`config.mk`:
```
export PLATFORM = sky130hd
export DESIGN_NAME = partial_fm_relu_pool
export DESIGN_NICKNAME = d
export VERILOG_FILES = /design/src/rtl/cnn_fx_pkg.sv /design/src/rtl/max4_q15.sv /design/src/rtl/partial_fm_relu_pool.sv
export SDC_FILE = /design/constraint.sdc
export NUM_CORES = 1
export LEC_CHECK = 0
export BUFFER_PORTS_ARGS = -buffer_cell sky130_fd_sc_hd__clkbuf_2
export CAP_MARGIN = 20
export CORE_AREA = 3 3 331 333
export CTS_BUF_LIST = sky130_fd_sc_hd__clkbuf_8
export DETAILED_ROUTE_END_ITERATION = 8
export DIE_AREA = 0 0 334 336
export PLACE_DENSITY = 0.46
export SYNTH_ARGS = -nofsm -noshare
export SYNTH_HDL_FRONTEND = slang
export SYNTH_SLANG_ARGS = --single-unit
```
`constraint.sdc`:
```
create_clock -name clk -period 8.18 [get_ports clk]
set_input_delay 2.045 -clock clk [delete_from_list [all_inputs] [get_ports clk]]
set_output_delay 2.045 -clock clk [all_outputs]
set_load 0.03 [all_outputs]
```
`src/rtl/cnn_fx_pkg.sv`:
```
// Shared Q1.15 fixed-point definitions for the CNN layer datapath:
// widths, FSM encoding and the saturate/ReLU helper.
package cnn_fx_pkg;

    localparam int unsigned Q_W   = 16;
    localparam int unsigned SUM_W = 18;

    localparam logic signed [SUM_W-1:0] SUM_Q_MAX = SUM_W'(32767);
    localparam logic signed [SUM_W-1:0] SUM_Q_MIN = SUM_W'(-32768);

    typedef enum logic [1:0] {
        IDLE = 2'd0,
        SUM  = 2'd1,
        POOL = 2'd2,
        DONE = 2'd3
    } fsm_state_e;

    // Clamp an 18-bit exact sum back to Q1.15; ReLU folds into the low clamp.
    function automatic logic [Q_W-1:0] sat_q15(input logic signed [SUM_W-1:0] s,
                                               input logic                    relu_en);
        logic [Q_W-1:0] r;
        if (s > SUM_Q_MAX) begin
            r = 16'h7FFF;
        end else if (relu_en && s[SUM_W-1]) begin
            r = '0;
        end else if (s < SUM_Q_MIN) begin
            r = 16'h8000;
        end else begin
            r = s[Q_W-1:0];
        end
        return r;
    endfunction

endpackage

```
`src/rtl/max4_q15.sv`:
```
// Combinational signed maximum of four Q1.15 values (one 2x2 pooling window).
module max4_q15
    import cnn_fx_pkg::*;
(
    input  logic [Q_W-1:0] i_a,
    input  logic [Q_W-1:0] i_b,
    input  logic [Q_W-1:0] i_c,
    input  logic [Q_W-1:0] i_d,
    output logic [Q_W-1:0] o_max_c
);

    logic [Q_W-1:0] w_ab;
    logic [Q_W-1:0] w_cd;

    assign w_ab    = ($signed(i_a) > $signed(i_b)) ? i_a : i_b;
    assign w_cd    = ($signed(i_c) > $signed(i_d)) ? i_c : i_d;
    assign o_max_c = ($signed(w_ab) > $signed(w_cd)) ? w_ab : w_cd;

endmodule

```
`src/rtl/partial_fm_relu_pool.sv`:
```
// Sums three partial feature maps plus bias with saturation/ReLU into a local buffer,
// then 2x2/stride-2 max-pools it, one element per cycle in each phase.
module partial_fm_relu_pool
    import cnn_fx_pkg::*;
#(
    parameter  int unsigned op_size   = 4,
    parameter  bit          relu_en   = 1'b1,
    localparam int unsigned pool_size = op_size / 2
) (
    input  logic                                clk,
    input  logic                                rst,
    input  logic                                fm_ready,
    input  logic [Q_W-1:0]                      bias,
    input  logic [Q_W*op_size*op_size-1:0]      IK1f,
    input  logic [Q_W*op_size*op_size-1:0]      IK2f,
    input  logic [Q_W*op_size*op_size-1:0]      IK3f,
    output logic                                busy,
    output logic                                done,
    output logic [Q_W*pool_size*pool_size-1:0]  POOLf
);

    localparam int unsigned NFM   = op_size * op_size;
    localparam int unsigned NPOOL = pool_size * pool_size;
    localparam int unsigned K_W   = $clog2(NFM);
    localparam int unsigned PX_W  = (pool_size > 1) ? $clog2(pool_size) : 1;
    localparam int unsigned P_W   = (NPOOL > 1) ? $clog2(NPOOL) : 1;

    fsm_state_e                   r_state;
    fsm_state_e                   w_state_nxt;
    logic [K_W-1:0]               r_k;
    logic [PX_W-1:0]              r_px;
    logic [PX_W-1:0]              r_py;
    logic [Q_W-1:0]               r_bias;
    logic [Q_W-1:0]               r_fm [NFM];
    logic [Q_W*NPOOL-1:0]         r_pool;
    logic                         r_busy;
    logic                         r_done;
    logic                         r_fm_ready_d;

    logic                         w_start;
    logic                         w_k_last;
    logic                         w_p_last;
    logic signed [SUM_W-1:0]      w_sum;
    logic [Q_W-1:0]               w_fm_val;
    logic [K_W-1:0]               w_idx_a;
    logic [K_W-1:0]               w_idx_b;
    logic [K_W-1:0]               w_idx_c;
    logic [K_W-1:0]               w_idx_d;
    logic [P_W-1:0]               w_p;
    logic [Q_W-1:0]               w_max;

    assign w_start  = fm_ready & ~r_fm_ready_d;
    assign w_k_last = (r_k == K_W'(NFM - 1));
    assign w_p_last = (r_px == PX_W'(pool_size - 1)) && (r_py == PX_W'(pool_size - 1));

    // Exact 18-bit sum of the three partial maps and the latched bias at element k.
    assign w_sum = SUM_W'($signed(IK1f[Q_W*r_k +: Q_W]))
                 + SUM_W'($signed(IK2f[Q_W*r_k +: Q_W]))
                 + SUM_W'($signed(IK3f[Q_W*r_k +: Q_W]))
                 + SUM_W'($signed(r_bias));
    assign w_fm_val = sat_q15(w_sum, relu_en);

    // Top-left corner of the pooling window; the others are +1 column / +1 row.
    assign w_idx_a = K_W'(2 * op_size * r_px + 2 * r_py);
    assign w_idx_b = w_idx_a + K_W'(1);
    assign w_idx_c = w_idx_a + K_W'(op_size);
    assign w_idx_d = w_idx_c + K_W'(1);
    assign w_p     = P_W'(r_px * pool_size + r_py);

    max4_q15 u_max4 (
        .i_a     (r_fm[w_idx_a]),
        .i_b     (r_fm[w_idx_b]),
        .i_c     (r_fm[w_idx_c]),
        .i_d     (r_fm[w_idx_d]),
        .o_max_c (w_max)
    );

    always_ff @(posedge clk) begin
        if (rst) begin
            r_state <= IDLE;
        end else begin
            r_state <= w_state_nxt;
        end
    end

    always_comb begin
        w_state_nxt = r_state;
        case (r_state)
            IDLE:    if (w_start)  w_state_nxt = SUM;
            SUM:     if (w_k_last) w_state_nxt = POOL;
            POOL:    if (w_p_last) w_state_nxt = DONE;
            DONE:    w_state_nxt = IDLE;
            default: w_state_nxt = IDLE;
        endcase
    end

    always_ff @(posedge clk) begin
        if (rst) begin
            r_k          <= '0;
            r_px         <= '0;
            r_py         <= '0;
            r_bias       <= '0;
            r_pool       <= '0;
            r_busy       <= 1'b0;
            r_done       <= 1'b0;
            r_fm_ready_d <= 1'b0;
            for (int i = 0; i < int'(NFM); i++) begin
                r_fm[i] <= '0;
            end
        end else begin
            r_fm_ready_d <= fm_ready;
            r_busy       <= (w_state_nxt == SUM) || (w_state_nxt == POOL);
            r_done       <= (w_state_nxt == DONE);
            case (r_state)
                IDLE: begin
                    if (w_start) begin
                        r_k    <= '0;
                        r_bias <= bias;
                    end
                end
                SUM: begin
                    r_fm[r_k] <= w_fm_val;
                    r_k       <= w_k_last ? '0 : r_k + K_W'(1);
                    r_px      <= '0;
                    r_py      <= '0;
                end
                POOL: begin
                    r_pool[Q_W*w_p +: Q_W] <= w_max;
                    if (r_py == PX_W'(pool_size - 1)) begin
                        r_py <= '0;
                        r_px <= r_px + PX_W'(1);
                    end else begin
                        r_py <= r_py + PX_W'(1);
                    end
                end
                default: ;
            endcase
        end
    end

    assign busy  = r_busy;
    assign done  = r_done;
    assign POOLf = r_pool;

endmodule

```
==> metrics.md <==
| Metric | Value |
|---|---|
| CP Launch Type | input pin |
| First-pass GRT wire length | 166 mm |
| DRC | 0 |
| RSZ-0062 raised after global routing | no |
| Final setup margin | 1080 ps |
| Vias per cell | 4.97 |
| Clock Pin Slew Worst Setup and Hold Paths | 60 ps |
| Reg2reg end | r_fm[12][14] |
| Yosys warns | 0 |
| Post-CTS Resized | 0 |
| GRT overflow | 0 |
| Post-synth top cells | mux4_2 (303), edfxtp_1 (256), nand2_1 (175), nor3_1 (172), inv_1 (152) |
| Post-synth EDFFs | 256 |
| Crit-path max FO | 16 |
| Pwr Density | 216 nW/um^2 |
| Drt initial violations | 1452 |
| Nets | 3674 |
| Pre-CTS setup slack | 361 ps |
| HP Class | reg2reg |
| Min Tclk post-route | 7100 ps |
| Core ar. | 107000 um^2 |
| Htree depth | 2 |
| Hpwl dp | 99.8 mm |
| CP Class | in2reg |
| WP data required | 8510 ps |
| Post-CTS Setup Repair Bufs | 0 |
| Register-to-register setup slack | 1460 ps |
| Wire per inst | 28.5 um |
| Number of synthesized register bits | 347 |
| Synth top area cells | edfxtp_1 (31%), mux4_2 (28%), dfxtp_1 (7.4%), ha_1 (4.0%), nor3_1 (3.5%) |
| Yosys top cell area share | 0.311 |
| CTS tree | built |
| Critical Path End | r_fm[12][14] |
| Number of placed I/O pins | 853 |
| Total number of vias | 21067 |
| Die area | 112000 um^2 |
| WL final | 121 mm |
| R2R cell count | 19 |
| Num Clock Sinks | 347 |
| Hold WS | 463 ps |
| Share of cells above drive strength 1 | 0.524 |
| Die Wd | 334 um |
| DIE HEIGHT | 336 um |
| Final Cell Area | 32300 um^2 |
| Post-synth top area cell | edfxtp_1 |
| Leakage | 13.0 nW |
| Clock tree buffer depth | 3 |
| Drt first pass iters | 5 |
| Max-cap violations | 0 |
| ANT nets after route | 0 |
| Clk_skew | 68.5 ps |
| Tcrit/Tclk final | 0.868 |
| Port Buffer Count | 852 |
| Root Driver | clkbuf_8 |
| Slew Limit Headroom | 0.269 |
| Placed Area | 31100 um^2 |
| Final Wtd Congestion | 0.900 |
| Top_reg_cell synth | edfxtp_1 |
| Delay of the slowest critical-path stage | 740 ps |
| Cells after Synth | 1904 |
| Placed insts | 4114 |
| Synth async-reset ratio | 0 |
| Endpoints failing hold | 0 |
| Synthesized area per cell | 13.0 um^2 |
| Mapped Area | 24700 um^2 |
| Post-Layout Cell Count | 4235 |
| Layout area overhead | 30.7% |
| Max Clock Freq | 141 MHz |
| CTS buffer count | 58 |
| Pin count of the biggest net entering global routing | 85 |
| CP Capture Type | register |
| Arrival time at the worst endpoint | 7430 ps |
| Vias in the first global route | 21611 |
| # rows | 120 |
| Worst setup startpoint | IK2f[113] |
| Setup_tns | 0 ps |
| Final setup viols | 0 |
| Later-pin clock latency in the skew report | 680 ps |
| Initial Util | 0.231 |
| Reg-to-Reg Start | r_k[1] |
| Crit path cell chain | clkbuf_2, mux4_2, mux4_2, inv_1, fa_1, fa_1, inv_1, ha_1, inv_1, fa_1, nor2b_4, o31a_4, o211ai_2, o31ai_4, or3b_1, buf_4, a32oi_2, buf_4, nor3_1 |
| Hold_buf cts | 0 |
| Most common cell in the netlist | mux4_2 |
| Slowest CP cell | or3b_1 |
| Slew Viols, Final | 0 |
| Status | completed |
| Post-synth cell types | 75 |
| Initial antenna violation count | 44 |
| Tot GR Track Use | 0.207 |
| Max rail drop VDD | 0.469 mV |
| Register area share after synthesis | 0.385 |
| Slew @ Worst Pin | 1100 ps |
==> layout by cell type, fill, tap and decap left out, types with 5 or more instances in the layout <==
cell      count
buf_12       13
buf_4        90
nand3_1      22
nor3_2       82
xnor2_1       6
a31oi_4      10
edfxtp_1    256
mux2i_1      32
diode_2       8
o221ai_1     67
ha_1         79
a21o_1        5
mux4_2      303
o21bai_2     11
nor2_1       30
nor2b_1       7
clkbuf_2    852
conb_1       16
clkinv_2      9
a21oi_1      50
nor3_1      172
buf_8         6
o31ai_1       6
nor3b_1       7
nand4_1      13
nand2_1     175
fa_1         33
a211oi_1      7
a221oi_1      8
dfxtp_4       5
o21ai_0      15
inv_1       172
dfxtp_1      85
clkbuf_8     63
a32o_1        8
clkinv_1     13
o21bai_1      7
xor2_1        5
nand2b_1      8
==> report_power, final <==
| group | total, W | internal (W) | leakage (nW) | switching [W] |
|---|---|---|---|---|
| Clock | 0.00154 | 0.000776 | 0.654 | 0.000759 |
| Combinational | 0.00345 | 0.00111 | 8.92 | 0.00234 |
| Sequential | 0.00198 | 0.00196 | 3.38 | 0.0000252 |
==> sequential cells by signal, summed over array words and instances, names as in the netlist <==
name,flops
r_px,1
POOLf,64
r_k,4
r_fm,256
done,1
r_fm_ready_d,1
r_bias,16
r_state,2
busy,1
r_py,1
==> logic make-up (layout without fill, tap and decap cells) <==
logic type                 count (synthesis)  count (layout)  synth area share
AOI/OAI and AO/OA                        231             231            0.0764
xor gates and xnor gates                  12              12           0.00425
adders and majority gates                112             112            0.0667
buffers and inverters                    321            1226            0.0557
DFF                                      347             347             0.385
muxes                                    340             340             0.292
other                                      1              24          0.000152
and+or+nand+nor                          540             540             0.120
==> through the flow <==
stage	utilization	power (W)
final	0.302	0.00697
after global routing	0.302	0.00734
after CTS	0.302	0.00704
after detailed placement	0.291	0.00550
after global placement	0.290	0.00550
after floorplan	-	0.00436
==> worst max-delay path: cells and delay by family <==
kind / cells / cell delay (ps)
adders and majority gates: 4 / 1610
AOI/OAI and AO/OA: 4 / 750
buffers and inverters: 6 / 1010
muxes: 2 / 1020
and+or+nand+nor: 3 / 980
==> cell type report <==
type	instances	area (um^2)
diodes	8	20.0
clock buffers	63	867
clock inverters	46	258
fillers	11090	74600
inverters	153	574
multi-input cells	1251	14000
flip-flops and latches	347	9530
well taps	1403	1760
repair buffers	964	5340
==> how the worst min path moves through the flow <==
stage                from    endpoint  slack, ps  depth (start not counted)
5_1_grt         r_bias[3]   r_bias[3]        480                          2
6_report        r_bias[1]   r_bias[1]        460                          2
3_3_place_gp    POOLf[41]   POOLf[41]        440                          2
4_1_cts        r_bias[10]  r_bias[10]        460                          2
3_5_place_dp    POOLf[37]   POOLf[37]        450                          2
2_1_floorplan  r_bias[10]  r_bias[10]        440                          2
==> metal layers <==
layer | share of wire | track usage | routed length (um) | up-vias
met5 | 0.0011 | 0.00681 | 137 | -
met4 | 0.017 | 0.0345 | 2070 | 18
met3 | 0.073 | 0.0450 | 8830 | 118
met2 | 0.48 | 0.350 | 58300 | 942
met1 | 0.43 | 0.277 | 51500 | 10708
li1 | - | - | - | 9281
Note: power is estimated with default switching activity, not from simulation.
